===== src/rtl/cpu_bus_pkg.sv =====
// Shared CPU bus definitions: requester ids, arbiter states and bus widths
// (the widths are also used by the bus decoder).
package cpu_bus_pkg;

  localparam int unsigned BUS_ADDR_W = 32;
  localparam int unsigned BUS_DATA_W = 32;

  typedef enum logic {
    REQ_CPU = 1'b0,
    REQ_DMA = 1'b1
  } req_id_e;

  typedef enum logic {
    S_RR    = 1'b0,
    S_BURST = 1'b1
  } arb_state_e;

endpackage


===== src/rtl/rr_pick2.sv =====
// Two-way round-robin selector, purely combinational.
//   req[1:0] : request vector (bit 0 = CPU, bit 1 = DMA)
//   last     : 1 when DMA won the previous granted cycle
//   gnt_c    : one-hot grant (all zero when nothing requests)
module rr_pick2 (
  input  logic [1:0] req,
  input  logic       last,
  output logic [1:0] gnt_c
);

  // A lone requester wins; a tie goes to whoever did not win last.
  always_comb begin
    gnt_c = req;
    if (req == 2'b11) begin
      gnt_c = last ? 2'b01 : 2'b10;
    end
  end

endmodule


===== src/rtl/dmem_arbiter.sv =====
// Arbiter sharing the single-port data memory between the MEM stage (CPU)
// and the load/dump DMA port. One grant per cycle, 1-cycle read latency,
// bounded DMA burst lock.
//   clk, reset (async, active low)
//   cpu_*  : CPU request in, stall / read data / rvalid out
//   dma_*  : DMA request + lock in, grant / read data / rvalid out
//   mem_*  : memory strobe, write enable, address, data; mem_rdata back
module dmem_arbiter
  import cpu_bus_pkg::*;
#(
  parameter int unsigned ADDR_W    = BUS_ADDR_W,
  parameter int unsigned DATA_W    = BUS_DATA_W,
  parameter int unsigned MAX_BURST = 16
) (
  input  logic              clk,
  input  logic              reset,
  input  logic              cpu_req,
  input  logic              cpu_we,
  input  logic [ADDR_W-1:0] cpu_addr,
  input  logic [DATA_W-1:0] cpu_wdata,
  output logic              cpu_stall,
  output logic [DATA_W-1:0] cpu_rdata,
  output logic              cpu_rvalid,
  input  logic              dma_req,
  input  logic              dma_lock,
  input  logic              dma_we,
  input  logic [ADDR_W-1:0] dma_addr,
  input  logic [DATA_W-1:0] dma_wdata,
  output logic              dma_gnt,
  output logic [DATA_W-1:0] dma_rdata,
  output logic              dma_rvalid,
  output logic              mem_en,
  output logic              mem_we,
  output logic [ADDR_W-1:0] mem_addr,
  output logic [DATA_W-1:0] mem_wdata,
  input  logic [DATA_W-1:0] mem_rdata
);

  localparam int unsigned CNT_W = $clog2(MAX_BURST + 1);

  arb_state_e        state_q, state_d;
  logic [CNT_W-1:0]  count_q, count_d;
  req_id_e           last_q, last_d;
  logic              tag_vld_q, tag_vld_d;
  req_id_e           tag_id_q, tag_id_d;
  logic [DATA_W-1:0] cpu_rdata_q, cpu_rdata_d;
  logic [DATA_W-1:0] dma_rdata_q, dma_rdata_d;
  logic [1:0]        req_v;
  logic [1:0]        rr_gnt;
  logic [1:0]        win;

  // Requests are masked while reset is low so X inputs cannot leak through.
  assign req_v = {dma_req & reset, cpu_req & reset};

  rr_pick2 u_pick (
    .req   (req_v),
    .last  (last_q == REQ_DMA),
    .gnt_c (rr_gnt)
  );

  // Next state, burst counter and final winner.
  always_comb begin
    state_d = state_q;
    count_d = count_q;
    win     = rr_gnt;
    unique case (state_q)
      S_RR: begin
        if (win[1] && dma_lock) begin
          state_d = S_BURST;
          count_d = CNT_W'(1);
        end
      end
      S_BURST: begin
        if (!dma_lock || !req_v[1]) begin
          // Leaving the burst: this cycle falls back to round-robin.
          state_d = S_RR;
          count_d = '0;
        end else if (count_q < CNT_W'(MAX_BURST)) begin
          win     = 2'b10;
          count_d = count_q + CNT_W'(1);
        end else if (req_v[0]) begin
          // Budget spent: the CPU gets its one slot, burst continues.
          win     = 2'b01;
          count_d = '0;
        end else begin
          win = 2'b10;
        end
      end
      default: begin
        state_d = S_RR;
        count_d = '0;
      end
    endcase
  end

  // Memory port, handshakes, route tag and read-data capture.
  always_comb begin
    mem_en      = |win;
    mem_we      = (win[1] & dma_we) | (win[0] & cpu_we);
    mem_addr    = win[1] ? dma_addr : cpu_addr;
    mem_wdata   = win[1] ? dma_wdata : cpu_wdata;
    cpu_stall   = req_v[0] & ~win[0];
    dma_gnt     = req_v[1] & win[1];
    last_d      = last_q;
    if (|win) begin
      last_d = win[1] ? REQ_DMA : REQ_CPU;
    end
    tag_vld_d   = (|win) & ~mem_we;
    tag_id_d    = win[1] ? REQ_DMA : REQ_CPU;
    cpu_rvalid  = tag_vld_q && (tag_id_q == REQ_CPU);
    dma_rvalid  = tag_vld_q && (tag_id_q == REQ_DMA);
    // Read data passes through during the pulse and is held afterwards.
    cpu_rdata_d = cpu_rvalid ? mem_rdata : cpu_rdata_q;
    dma_rdata_d = dma_rvalid ? mem_rdata : dma_rdata_q;
    cpu_rdata   = cpu_rdata_d;
    dma_rdata   = dma_rdata_d;
  end

  always_ff @(posedge clk or negedge reset) begin
    if (!reset) begin
      state_q     <= S_RR;
      count_q     <= '0;
      last_q      <= REQ_DMA;
      tag_vld_q   <= 1'b0;
      tag_id_q    <= REQ_CPU;
      cpu_rdata_q <= '0;
      dma_rdata_q <= '0;
    end else begin
      state_q     <= state_d;
      count_q     <= count_d;
      last_q      <= last_d;
      tag_vld_q   <= tag_vld_d;
      tag_id_q    <= tag_id_d;
      cpu_rdata_q <= cpu_rdata_d;
      dma_rdata_q <= dma_rdata_d;
    end
  end

endmodule

===== config.mk =====
export PLATFORM = sky130hd
export DESIGN_NAME = dmem_arbiter
export DESIGN_NICKNAME = d
export VERILOG_FILES = /design/src/rtl/cpu_bus_pkg.sv /design/src/rtl/rr_pick2.sv /design/src/rtl/dmem_arbiter.sv
export SDC_FILE = /design/constraint.sdc
export NUM_CORES = 1
export LEC_CHECK = 0
export BUFFER_PORTS_ARGS = -buffer_cell sky130_fd_sc_hd__buf_2
export CAP_MARGIN = 20
export CORE_AREA = 3 3 117 119
export DETAILED_ROUTE_END_ITERATION = 8
export DIE_AREA = 0 0 120 122
export PLACE_DENSITY = 0.68
export SLEW_MARGIN = 20
export SYNTH_ARGS = -nofsm -noshare
export SYNTH_HDL_FRONTEND = slang
export SYNTH_HIERARCHICAL = 1
export SYNTH_SLANG_ARGS = --single-unit

===== constraint.sdc =====
create_clock -name clk -period 2.8 [get_ports clk]
set_clock_uncertainty 0.15 [all_clocks]
set_input_delay 0.56 -clock clk [delete_from_list [all_inputs] [get_ports clk]]
set_output_delay 0.56 -clock clk [all_outputs]
set_load 0.02 [all_outputs]

Yosys cells after proc, flatten, opt, wreduce, memory -nomap -nowiden
Index checks and enable logic that the tools add are counted.
{"block": "word_totals", "register_bits": 73, "latch_bits": 0, "mem_bits_rw": 0, "romBits": 0, "out_inout_bits": 134, "memories": 0}
{"block": "classes", "n_addsub": 1, "mul": 0, "n_div": 0, "order_cmp": 1, "eq_ne": 3, "n_shift": 0, "mux": 19, "bitwise": 12, "reduce_logical": 8}
{"op": "2-to-1 mux 32 bit", "count": 4}
{"op": "2-to-1 mux 5 bit", "count": 4}
{"op": "2-to-1 mux 2 bit", "count": 6}
{"op": "one-hot mux 5 bit (2 select lines)", "count": 1}
{"op": "AND 1 bit", "count": 7}
{"op": "adder 5 x 1 -> 5 bit (second input constant)", "count": 1}
{"op": "less-than comparator 5 bit (second input constant)", "count": 1}
{"op": "!= test 4 x 1 -> 1 bit (second input constant)", "count": 1}
{"op": "inverter 1 bit", "count": 4}
{"op": "logical AND 1 bit", "count": 3}
{"op": "2-to-1 mux 1 bit", "count": 3}
{"op": "== test 2 bit (second input constant)", "count": 1}
{"op": "logical NOT 1 bit", "count": 2}
{"op": "!= test 2 bit (second input constant)", "count": 1}
{"op": "one-hot mux 1 bit (2 select lines)", "count": 1}
{"op": "AND reduction 2 bit", "count": 1}
{"op": "OR reduction 2 bit", "count": 1}
{"op": "logical OR 1 bit", "count": 1}
{"op": "bitwise OR 1 bit", "count": 1}

Depth between registers and ports, before layout
Gate-level depths: netlist of the first run.
{"block": "logic_depth", "ltp_word": 9, "ltp_mapped": 9}

By module
The synthesis of the first run kept the hierarchy.
{"module": "dmem_arbiter", "n_inst": 1, "cells_per_inst": 265, "area_per_inst_um2": 3741.1, "seq_area_each_um2": 1828.0}
{"module": "rr_pick2", "n_inst": 1, "cells_per_inst": 3, "area_per_inst_um2": 18.8, "seq_area_each_um2": 0.0}

Worst setup path before layout of the first run
Ideal clock, no wire load.
{"block": "synth_path", "kind": "input to output", "from": "input dma_req", "to": "output mem_wdata[15]", "t_arrival_ns": 1.986, "required_ns": 2.090, "setup_slack_ns": 0.104, "stages": 8, "cell_sequence": "and2_1 -> a21boi_0 -> nor2_1 -> nor2b_4 -> buf_6 -> buf_6 -> buf_6 -> mux2_4"}
{"block": "synth_between", "elab_chain_cells": 6, "elab_cells_between_ends": 8, "cone_classes": "eq/ne (1); mux (4); bitwise (1); reduce/logical (2)"}
{"item": "start, declared", "line": "dmem_arbiter.sv:24", "rtl": "input logic dma_req,"}
{"item": "AND 1 bit *", "line": "dmem_arbiter.sv:53", "rtl": "assign req_v = {dma_req & reset, cpu_req & reset};"}
{"item": "== test 2 bit", "line": "rr_pick2.sv:14", "rtl": "if (req == 2'b11) begin"}
{"item": "2-to-1 mux 2 bit *", "line": "rr_pick2.sv:14"}
{"item": "net rr_gnt[1]", "line": "dmem_arbiter.sv:49", "rtl": "logic [1:0] rr_gnt;"}
{"item": "2-to-1 mux 2 bit", "line": "dmem_arbiter.sv:74", "rtl": "if (!dma_lock || !req_v[1]) begin"}
{"item": "2-to-1 mux 2 bit *", "line": "dmem_arbiter.sv:66", "rtl": "unique case (state_q)"}
{"item": "2-to-1 mux 32 bit *", "line": "dmem_arbiter.sv:101", "rtl": "mem_wdata = win[1] ? dma_wdata : cpu_wdata;"}
{"item": "end, declared", "line": "dmem_arbiter.sv:35", "rtl": "output logic [DATA_W-1:0] mem_wdata,"}
The timed path passes the listed nets; every way through them passes the cells marked *.

Worst setup path after layout of the first run
{"block": "layout_path", "from": "input reset", "to": "output mem_wdata[29]"}
{"block": "layout_between", "elab_chain_cells": 6, "elab_cells_between_ends": 11, "cone_classes": "eq/ne (1); mux (6); bitwise (2); reduce/logical (2)"}
{"item": "start, declared", "line": "dmem_arbiter.sv:16", "rtl": "input logic reset,"}
{"item": "AND 1 bit *", "line": "dmem_arbiter.sv:53"}
{"item": "net req_v[1]", "line": "dmem_arbiter.sv:48", "rtl": "logic [1:0] req_v;"}
{"item": "== test 2 bit", "line": "rr_pick2.sv:14"}
{"item": "2-to-1 mux 2 bit *", "line": "rr_pick2.sv:14"}
{"item": "net rr_gnt[1]", "line": "dmem_arbiter.sv:49"}
{"item": "2-to-1 mux 2 bit", "line": "dmem_arbiter.sv:74"}
{"item": "2-to-1 mux 2 bit *", "line": "dmem_arbiter.sv:66"}
{"item": "2-to-1 mux 32 bit *", "line": "dmem_arbiter.sv:101"}
Marked as above.

==> metrics.txt, run 1 <==
Tmin final 2.81 ns; setup total negative slack -0.0398 ns; DR iter-0 viols 213; top_reg_cell synth dfrtp_1; GPL Wtd Cong 0.777; detailed-route via count 3534; ANT cells 0; Leakage 3.20 nW; hold crit path type primary input to register; violated checks setup timing; number of enable flip-flop cells after synthesis 0; Worst setup EP type primary output; DRT antenna net count 0; DRC 0; first-pass GRT wire length 18700 µm; Worst Setup EP mem_wdata[29]; headroom to the max-slew limit 42.5%; largest net degree at the start of global routing 71; Final Power 5.01 mW; Clock Pin Slew Worst Setup and Hold Paths 0.06 ns; r2r endpoint count_q[2]; Clk pwr share 23.4%; YS warnings 6; PortBufs 300; total gr overflow 0; fraction of registers with async set/reset 100%; Syn Area/Cell 14.0 µm²; CP Data Required Time 2.09 ns; initial antenna violation count 2; Max Slew Vio Count 0; H-Tree Level Count 3; kind of critical path primary input to primary output; Netlist cell types 35; share of layout cells above drive strength 1 80.4%; Core ar. 12700 µm²; Sequential Power Share 30.9%; area leader, netlist dfrtp_1; critical-path maximum fanout 8; fin cells 774; sequential area share after synthesis 48.6%; origin of the worst setup path reset; power share of the combinational group 45.7%; highest clock rate 0.355 GHz; Mapped Area 3760 µm²; placed insts 752; Row Count 41; placed cell area 5610 µm²; CP Data Arrival Time 2.10 ns; Reg2Reg Setup Slack 0.77 ns; via-per-instance ratio 4.57; Tcrit/Tclk final 101%; Slew @ Worst Pin 0.863 ns; clock sink count 73; met2 usage 28.3%; chip width 120 µm; startpoint types primary input; sw frac 35.4%; Root Driver clkbuf_16; reg2reg start last_q; Worst-Skew Late Latency 0.32 ns; run status finished with violations; vias in the first global route 3771; worst vdd ir 0.365 mV; NetSw 1.77 mW; Die Span Y 122 µm; Initial Util 29.7%; Internal Power 3.24 mW; CTS buffer count 9; RSZ-0062 raised after global routing true; Gate Count Post-Synth 268; Pwr Density 800 nW/µm²; post-synth net total 436; gr usage total 16.2%; Synth area leaders dfrtp_1 (48%), mux2_2 (34%), mux2_4 (6.4%), buf_6 (1.5%), dfstp_2 (0.70%); post-synth top area share 47.9%; most frequent cells in the layout buf_2 (269), mux2_2 (110), dfrtp_1 (71); area delta synth->final 66.7%; Top Ports 301; met1 Track Usage GR 19.4%; fin area 6270 µm²; max-cap violations 0; grt met3 use 4.46%; HPWL Detailed 10500 µm; Fin. Hold Viols 0; most used routing layer met2; clk buf depth 2; DR WL/cell 17.1 µm; Post-Route WL 13300 µm; commonest non-fill, non-tap cell in the layout buf_2; Nets 765; Pre-Repair DR Iteration Count 4; Setup-failing EPs final 8; Setup WS pre-CTS -0.162 ns; Reg2Reg Depth 6; fin worst setup slack -0.0141 ns; die area 14600 µm²; CTS tree done; Yosys reg bits 73
[state kept, by name (all words and copies together), names as in the netlist]
| name | cells |
|---|---|
| cpu_rdata_q | 32 |
| dma_rdata_q | 32 |
| count_q | 5 |
| last_q | 1 |
| state_q | 1 |
| tag_id_q | 1 |
| tag_vld_q | 1 |
[area by class of cell]
| type | count | area, µm² |
|---|---|---|
| fill | 1131 | 6400 |
| timing repair buffer | 334 | 2050 |
| multi-input combinational | 173 | 1850 |
| sequential | 73 | 1830 |
| clock buffer | 13 | 240 |
| tap | 172 | 215 |
| clock inverter | 3 | 65.1 |
| inverter | 6 | 22.5 |
[Yosys cell counts, types with 3 or more instances]
library cell / instances
mux2_4: 16
buf_6: 5
nand4_1: 3
nor2_1: 4
dfrtp_1: 72
mux2_2: 112
inv_1: 6
clkbuf_1: 4
buf_1: 3
a21oi_1: 4
nand2_1: 6
buf_2: 4
[logic make-up (layout without fill, tap and decap cells)]
| kind of cell | Yosys count | after routing | share of synthesized area (%) |
|---|---|---|---|
| buffers and inverters | 22 | 356 | 3.33 |
| AO/OA/AOI/OAI | 18 | 18 | 3.63 |
| adder cells (fa/ha/maj) | 1 | 1 | 0.333 |
| flip-flops | 73 | 73 | 48.6 |
| AND/OR/NAND/NOR | 26 | 26 | 4.16 |
| multiplexers | 128 | 128 | 39.9 |
[through the flow]
step | hold WS, ns | util [%]
2_1_floorplan | 0.114 | -
3_3_place_gp | 0.325 | 44.3
3_5_place_dp | 0.329 | 44.3
4_1_cts | 0.0193 | 46.8
5_1_grt | 0.271 | 49.5
6_report | 0.279 | 49.5
[repair_timing]
| action | in CTS | in global routing |
|---|---|---|
| gates cloned | 0 | 2 |
| hold buffers | 0 | 1 |
| pin swaps | 0 | 5 |
| setup endpoints to repair | 63 | 62 |
| setup buffers | 0 | 3 |
| hold endpoints to repair | 0 | 2 |
| resized for setup | 7 | 83 |
[critical path: stages]
cell	delay [ns]
buf_8	0.10
and2_4	0.14
a21boi_4	0.21
nor2_4	0.06
nor2b_4	0.19
clkbuf_16	0.21
clkbuf_16	0.16
mux2_4	0.31
buf_6	0.13
[routing by layer]
layer | up-vias | routed length [µm]
met4 | 2 | 181
li1 | 1635 | -
met3 | 21 | 949
met2 | 165 | 6860
met1 | 1711 | 5260
met5 | - | 13
[how the worst min path moves through the flow]
| stage | start | endpoint | slack [ns] | cells after the start |
|---|---|---|---|---|
| floorplan | reset | count_q[0] | 0.11 | 0 |
| global placement | cpu_rdata_q[16] | cpu_rdata_q[16] | 0.33 | 1 |
| detailed placement | cpu_rdata_q[0] | cpu_rdata_q[0] | 0.33 | 1 |
| CTS | reset | tag_vld_q | 0.02 | 2 |
| global route | cpu_we | tag_vld_q | 0.27 | 2 |
| finish | dma_we | tag_vld_q | 0.28 | 2 |
[power by group through the flow]
| stage | Sequential (mW) | Combinational [mW] | Clock, mW |
|---|---|---|---|
| final | 1.55 | 2.29 | 1.17 |
| after global routing | 1.59 | 2.44 | 1.26 |
| after CTS | 1.55 | 2.18 | 1.21 |
| after detailed placement | 1.57 | 2.17 | 0 |
| after global placement | 1.54 | 2.12 | 0 |
| after floorplan | 1.52 | 1.42 | 0 |
(Power assumes the default switching activity.)
==> run 2: changes to the inputs <==
--- a/config.mk
+++ b/config.mk
@@ -7,11 +7,11 @@
 export LEC_CHECK = 0
 export BUFFER_PORTS_ARGS = -buffer_cell sky130_fd_sc_hd__buf_2
 export CAP_MARGIN = 20
-export CORE_AREA = 3 3 117 119
+export CORE_AREA = 3 3 115 117
+export CTS_BUF_LIST = sky130_fd_sc_hd__clkbuf_8
 export DETAILED_ROUTE_END_ITERATION = 8
-export DIE_AREA = 0 0 120 122
-export PLACE_DENSITY = 0.68
-export SLEW_MARGIN = 20
+export DIE_AREA = 0 0 118 120
+export PLACE_DENSITY = 0.7
 export SYNTH_ARGS = -nofsm -noshare
 export SYNTH_HDL_FRONTEND = slang
 export SYNTH_HIERARCHICAL = 1
==> constraint.sdc (replaced) <==
create_clock -name clk -period 3.61 [get_ports clk]
set_clock_uncertainty 0.15 [all_clocks]
set_input_delay 0.722 -clock clk [delete_from_list [all_inputs] [get_ports clk]]
set_output_delay 0.722 -clock clk [all_outputs]
set_load 0.02 [all_outputs]
==> metrics.txt, run 2 (synthesis gave the netlist of run 1 again) <==
share of layout cells above drive strength 1 79.2% (was 80.4%); RSZ-0062 raised after global routing false (was true); PortBufs 300 (unchanged); ANT cells 0 (unchanged); commonest non-fill, non-tap cell in the layout buf_2 (unchanged); cells along the critical path buf_2 > nand2_1 > inv_1 > a21boi_0 > nor2_1 > nor2b_4 > buf_12 > mux2_2 > buf_2 (was buf_8 > and2_4 > a21boi_4 > nor2_4 > nor2b_4 > clkbuf_16 > clkbuf_16 > mux2_4 > buf_6); Core ar. 12500 µm² (was 12700 µm²); Worst setup EP type primary output (unchanged); Tmin final 3.40 ns; first-pass GRT wire length 18000 µm (was 18700 µm); HPWL Detailed 9560 µm (was 10500 µm); Nets 739 (was 765); hold_buf cts 0 (unchanged); CTS tree done (unchanged); area delta synth->final 50.6% (was 66.7%); Post-Route WL 11800 µm (was 13300 µm); Worst-Skew Late Latency 0.35 ns (was 0.32 ns); vias in the first global route 3474 (was 3771); largest net degree at the start of global routing 74 (was 71); clk buf depth 2 (unchanged); Tcrit/Tclk final 94.1%; die area 14200 µm² (was 14600 µm²); initial antenna violation count 0 (was 2); Top Registers cpu_rdata_q: 32 flops, dma_rdata_q: 32 flops, count_q: 5 flops (unchanged); critical-path maximum fanout 32 (was 8); Die Span Y 120 µm (was 122 µm); CTS buffer count 9 (unchanged); final core occ 45.4% (was 49.5%); crit path max-delay cell type mux2_2 (was mux2_4); GPL Wtd Cong 0.805 (was 0.777); total gr overflow 0 (unchanged); worst min-delay path endpoint cpu_rdata_q[27] (was tag_vld_q); run status complete, no violations (was finished with violations); post-CTS sizing 0 (was 7); Slew @ Worst Pin 0.889 ns (was 0.863 ns); H-Tree Level Count 3 (unchanged); Hold Crit Depth 1 (was 2); multi-input logic area 1810 µm² (was 1850 µm²); Min-Delay Startpoint cpu_rdata_q[27] (was dma_we); Reg2Reg Setup Slack 1.70 ns (was 0.77 ns); clock sink count 73 (unchanged); via-per-instance ratio 4.50 (was 4.57); most frequent cells in the layout buf_2 (300), mux2_2 (112), dfrtp_1 (72) (was buf_2 (269), mux2_2 (110), dfrtp_1 (71)); Row Count 41 (unchanged); Setup-failing EPs final 0 (was 8); CP Data Required Time 2.74 ns (was 2.09 ns); Leakage 2.92 nW (was 3.20 nW); fillers 1195 (was 1131); CP peak stage delay 0.37 ns (was 0.31 ns); startpoint types primary input (unchanged); Fin. Hold Viols 0 (unchanged); Max Slew Vio Count 0 (unchanged); DR WL/cell 15.7 µm (was 17.1 µm); setup total negative slack 0 ns (was -0.0398 ns); max-cap violations 0 (unchanged); chip width 118 µm (was 120 µm); Initial Util 30.2% (was 29.7%); Final Power 3.49 mW (was 5.01 mW); most common cell type on the critical path buf_2 (was clkbuf_16); Pre-Repair DR Iteration Count 5 (was 4); DRC 0 (unchanged); detailed-route via count 3369 (was 3534); CP Data Arrival Time 2.53 ns (was 2.10 ns); kind of critical path primary input to primary output (unchanged); headroom to the max-slew limit 40.7% (was 42.5%); hold crit path type register to register (was primary input to register); highest clock rate 0.294 GHz; fin area 5660 µm² (was 6270 µm²); placed cell area 5450 µm² (was 5610 µm²); Top Ports 301 (unchanged); Reg2Reg Depth 4 (was 6); Root Driver clkbuf_8 (was clkbuf_16); DRT antenna net count 0 (unchanged); DR iter-0 viols 99 (was 213); Pwr Density 616 nW/µm² (was 800 nW/µm²); reg2reg start last_q (unchanged); register area 1830 µm² (about the same); worst vdd ir 0.320 mV (was 0.365 mV); gr usage total 16.0% (was 16.2%); Clock Pin Slew Worst Setup and Hold Paths 0.07 ns (was 0.06 ns); total setup buffers inserted after CTS 0 (unchanged); r2r endpoint count_q[2] (unchanged)
-- run 2: changes by cell type in the layout (fill, tap and decap cells not counted), sizes merged --
cell	change
buf	-23
clkbuf	-3
clkinvlp	+2
bufinv	-1
dlygate4sd3	-1
-- run 2: layout make-up --
| type | count | area share [%] |
|---|---|---|
| Sequential cell | 73 | 32.3 |
| Clock inverter | 4 | 0.884 |
| Clock buffer | 12 | 2.92 |
| Timing Repair Buffer | 308 | 27.8 |
| Inverter | 6 | 0.398 |
| Multi-Input combinational cell | 173 | 31.9 |
| Tap cell | 172 | 3.80 |
-- run 2: power by group --
part | internal (mW) | total (mW) | switching [mW]
registers | 1.11 | 1.19 | 0.0791
logic | 0.680 | 1.62 | 0.945
clock network | 0.374 | 0.669 | 0.295
total | 2.17 | 3.49 | 1.32
-- run 2: critical path: cells and delay by family --
family / cells / cell delay (ns)
AOI/OAI and AO/OA: 1 / 0.31
buffers and inverters: 4 / 0.60
and+or+nand+nor: 3 / 0.49
muxes: 1 / 0.37
-- run 2: through the flow --
| stage | setup slack (ns) | hold WS [ns] | instances |
|---|---|---|---|
| 4_1_cts | 0.203 | 0.348 | 748 |
| 6_report | 0.213 | 0.343 | 748 |
| 3_3_place_gp | 0.304 | 0.325 | 732 |
| 2_1_floorplan | 0.590 | 0.276 | 268 |
| 3_5_place_dp | 0.214 | 0.330 | 732 |
| 5_1_grt | 0.0753 | 0.358 | 748 |
-- run 2: routing by layer --
metal	up-vias	global-route usage, %	wire length (µm)
met5	-	0	0
met4	0	4.18	104
met3	8	5.23	838
met2	148	27.8	6010
met1	1631	19.0	4810
li1	1582	-	-
-- run 2: worst max path at each step --
| stage | end | slack (ns) | cells after the start | from |
|---|---|---|---|---|
| 2_1_floorplan | mem_wdata[15] | 0.59 | 8 | dma_req |
| 6_report | mem_wdata[12] | 0.21 | 9 | reset |
| 4_1_cts | mem_wdata[31] | 0.20 | 9 | reset |
| 3_5_place_dp | mem_wdata[31] | 0.21 | 9 | reset |
| 5_1_grt | mem_wdata[31] | 0.08 | 9 | reset |
| 3_3_place_gp | mem_wdata[31] | 0.30 | 9 | reset |
==> run 3: changes to the inputs <==
--- a/config.mk
+++ b/config.mk
@@ -7,11 +7,12 @@
 export LEC_CHECK = 0
 export BUFFER_PORTS_ARGS = -buffer_cell sky130_fd_sc_hd__buf_2
 export CAP_MARGIN = 20
-export CORE_AREA = 3 3 115 117
+export CORE_AREA = 3 3 116 118
 export CTS_BUF_LIST = sky130_fd_sc_hd__clkbuf_8
+export CTS_CLUSTER_DIAMETER = 150
 export DETAILED_ROUTE_END_ITERATION = 8
-export DIE_AREA = 0 0 118 120
-export PLACE_DENSITY = 0.7
+export DIE_AREA = 0 0 119 121
+export PLACE_DENSITY = 0.69
 export SYNTH_ARGS = -nofsm -noshare
 export SYNTH_HDL_FRONTEND = slang
 export SYNTH_HIERARCHICAL = 1
==> constraint.sdc (replaced) <==
create_clock -name clk -period 3.3 [get_ports clk]
set_clock_uncertainty 0.15 [all_clocks]
set_input_delay 0.66 -clock clk [delete_from_list [all_inputs] [get_ports clk]]
set_output_delay 0.66 -clock clk [all_outputs]
set_load 0.02 [all_outputs]
==> metrics.txt, run 3 (synthesis gave the netlist of run 1 again) <==
placed insts 736 (was 732); vias in the first global route 3587 (was 3474); highest clock rate 0.308 GHz; multi-input logic area 1810 µm² (unchanged); Worst setup EP type primary output (unchanged); CP Data Required Time 2.49 ns (was 2.74 ns); area delta synth->final 51.5% (was 50.6%); Slew @ Worst Pin 0.765 ns (was 0.889 ns); DR iter-0 viols 135 (was 99); via-per-instance ratio 4.56 (was 4.50); total setup buffers inserted after CTS 0 (unchanged); initial antenna violation count 0 (unchanged); PortBufs 300 (unchanged); Top Registers cpu_rdata_q: 32 flops, dma_rdata_q: 32 flops, count_q: 5 flops (unchanged); CTS buffer count 9 (unchanged); headroom to the max-slew limit 49.0% (was 40.7%); fillers 1169 (was 1195); Leakage 2.95 nW (was 2.92 nW); RSZ-0062 raised after global routing false (unchanged); Fin. Hold Viols 0 (unchanged); ANT cells 0 (unchanged); Root Driver clkbuf_8 (unchanged); run status complete, no violations (unchanged); Pre-Repair DR Iteration Count 4 (was 5); placed cell area 5480 µm² (was 5450 µm²); detailed-route via count 3430 (was 3369); Top Ports 301 (unchanged); worst vdd ir 0.425 mV (was 0.320 mV); register area 1830 µm² (unchanged); fin worst setup slack 0.0574 ns (was 0.213 ns); Tcrit/Tclk final 98.3%; hold crit path type primary input to async pin (was register to register); gr usage total 16.1% (was 16.0%); Core ar. 12600 µm² (was 12500 µm²); Tmin final 3.24 ns; GPL Wtd Cong 0.798 (was 0.805); total gr overflow 0 (unchanged); max-cap violations 0 (unchanged); die area 14400 µm² (was 14200 µm²); CTS tree done (unchanged); DR WL/cell 16.4 µm (was 15.7 µm); hold_buf cts 0 (unchanged); chip width 119 µm (was 118 µm); most frequent cells in the layout buf_2 (300), mux2_2 (112), dfrtp_1 (72) (unchanged); share of layout cells above drive strength 1 79.1% (was 79.2%); Row Count 41 (unchanged); Clock Pin Slew Worst Setup and Hold Paths 0.08 ns (was 0.07 ns); clock sink count 73 (unchanged); Post-Route WL 12300 µm (was 11800 µm); Nets 743 (was 739); clk buf depth 2 (unchanged); reg2reg start last_q (unchanged); HPWL Detailed 10300 µm (was 9560 µm); Final Power 3.86 mW (was 3.49 mW); fin area 5700 µm² (was 5660 µm²); startpoint types primary input (unchanged); post-CTS sizing 0 (unchanged); DRT antenna net count 0 (unchanged); largest net degree at the start of global routing 65 (was 74); kind of critical path primary input to primary output (unchanged); DRC 0 (unchanged); Setup-failing EPs final 0 (unchanged); CP Data Arrival Time 2.43 ns (was 2.53 ns); critical-path maximum fanout 35 (was 32); Setup WS pre-CTS 0.108 ns (was 0.214 ns); Die Span Y 121 µm (was 120 µm); setup total negative slack 0 ns (unchanged); Worst-Skew Late Latency 0.34 ns (was 0.35 ns); Max Slew Vio Count 0 (unchanged); origin of the worst setup path reset (unchanged); H-Tree Level Count 3 (unchanged); Pwr Density 677 nW/µm² (was 616 nW/µm²); commonest non-fill, non-tap cell in the layout buf_2 (unchanged); first-pass GRT wire length 18400 µm (was 18000 µm); Initial Util 29.9% (was 30.2%); fin cells 752 (was 748)
==> run 3: cell types whose count changed in the layout (fill, tap and decap cells not counted) <==
cell and delta:
buf_4 +4, clkbuf_8 -2, clkinvlp_4 -2, bufinv_16 +1, clkinv_2 +1, clkinv_4 +1
inv_1 +1
==> run 3: layout make-up <==
type,count,share of cell area (%)
clock buffers,10,2.42
clock inverters,6,1.45
inverters,6,0.395
multi-input cells,173,31.7
flip-flops and latches,73,32.1
well taps,172,3.78
repair buffers,312,28.2
==> run 3: final timing paths <==
path	depth (start not counted)	to	slack, ns
max reg2reg	5	count_q[2]	1.32
min in group clk	1	cpu_rdata_q[16]	0.34
max in group asynchronous	2	dma_rdata_q[23]	2.08
min reg2reg	1	cpu_rdata_q[16]	0.34
min	2	count_q[1]	0.16
max	8	mem_wdata[12]	0.06
==> run 3: per-stage QoR <==
stage               utilization, %  hold slack [ns]
floorplan                        -            0.214
global placement              43.6            0.324
detailed placement            43.6            0.331
CTS                           45.3            0.134
global route                  45.3            0.148
finish                        45.3            0.155
==> run 3: routing by layer <==
metal,wire [µm],up-vias,track usage [%],share of wire (%)
met1,5110,1665,20.9,41
met4,152,0,4.27,1.2
met5,0,-,0,0
met2,6140,162,26.4,50
li1,-,1588,-,-
met3,906,15,4.62,7.4
==> run 3: report_power, final <==
part	leakage (nW)	switching [mW]	internal, mW	total (mW)
Clock	0.117	0.324	0.442	0.766
Sequential	0.862	0.0892	1.22	1.31
Combinational	1.97	1.04	0.748	1.79
Total	2.95	1.45	2.41	3.86
==> run 3: critical path, stage by stage <==
cell      delay (ns)
buf_2           0.14
and2_1          0.17
a21boi_0        0.32
nor2_1          0.15
nor2b_4         0.19
buf_12          0.25
mux2_2          0.37
buf_2           0.16
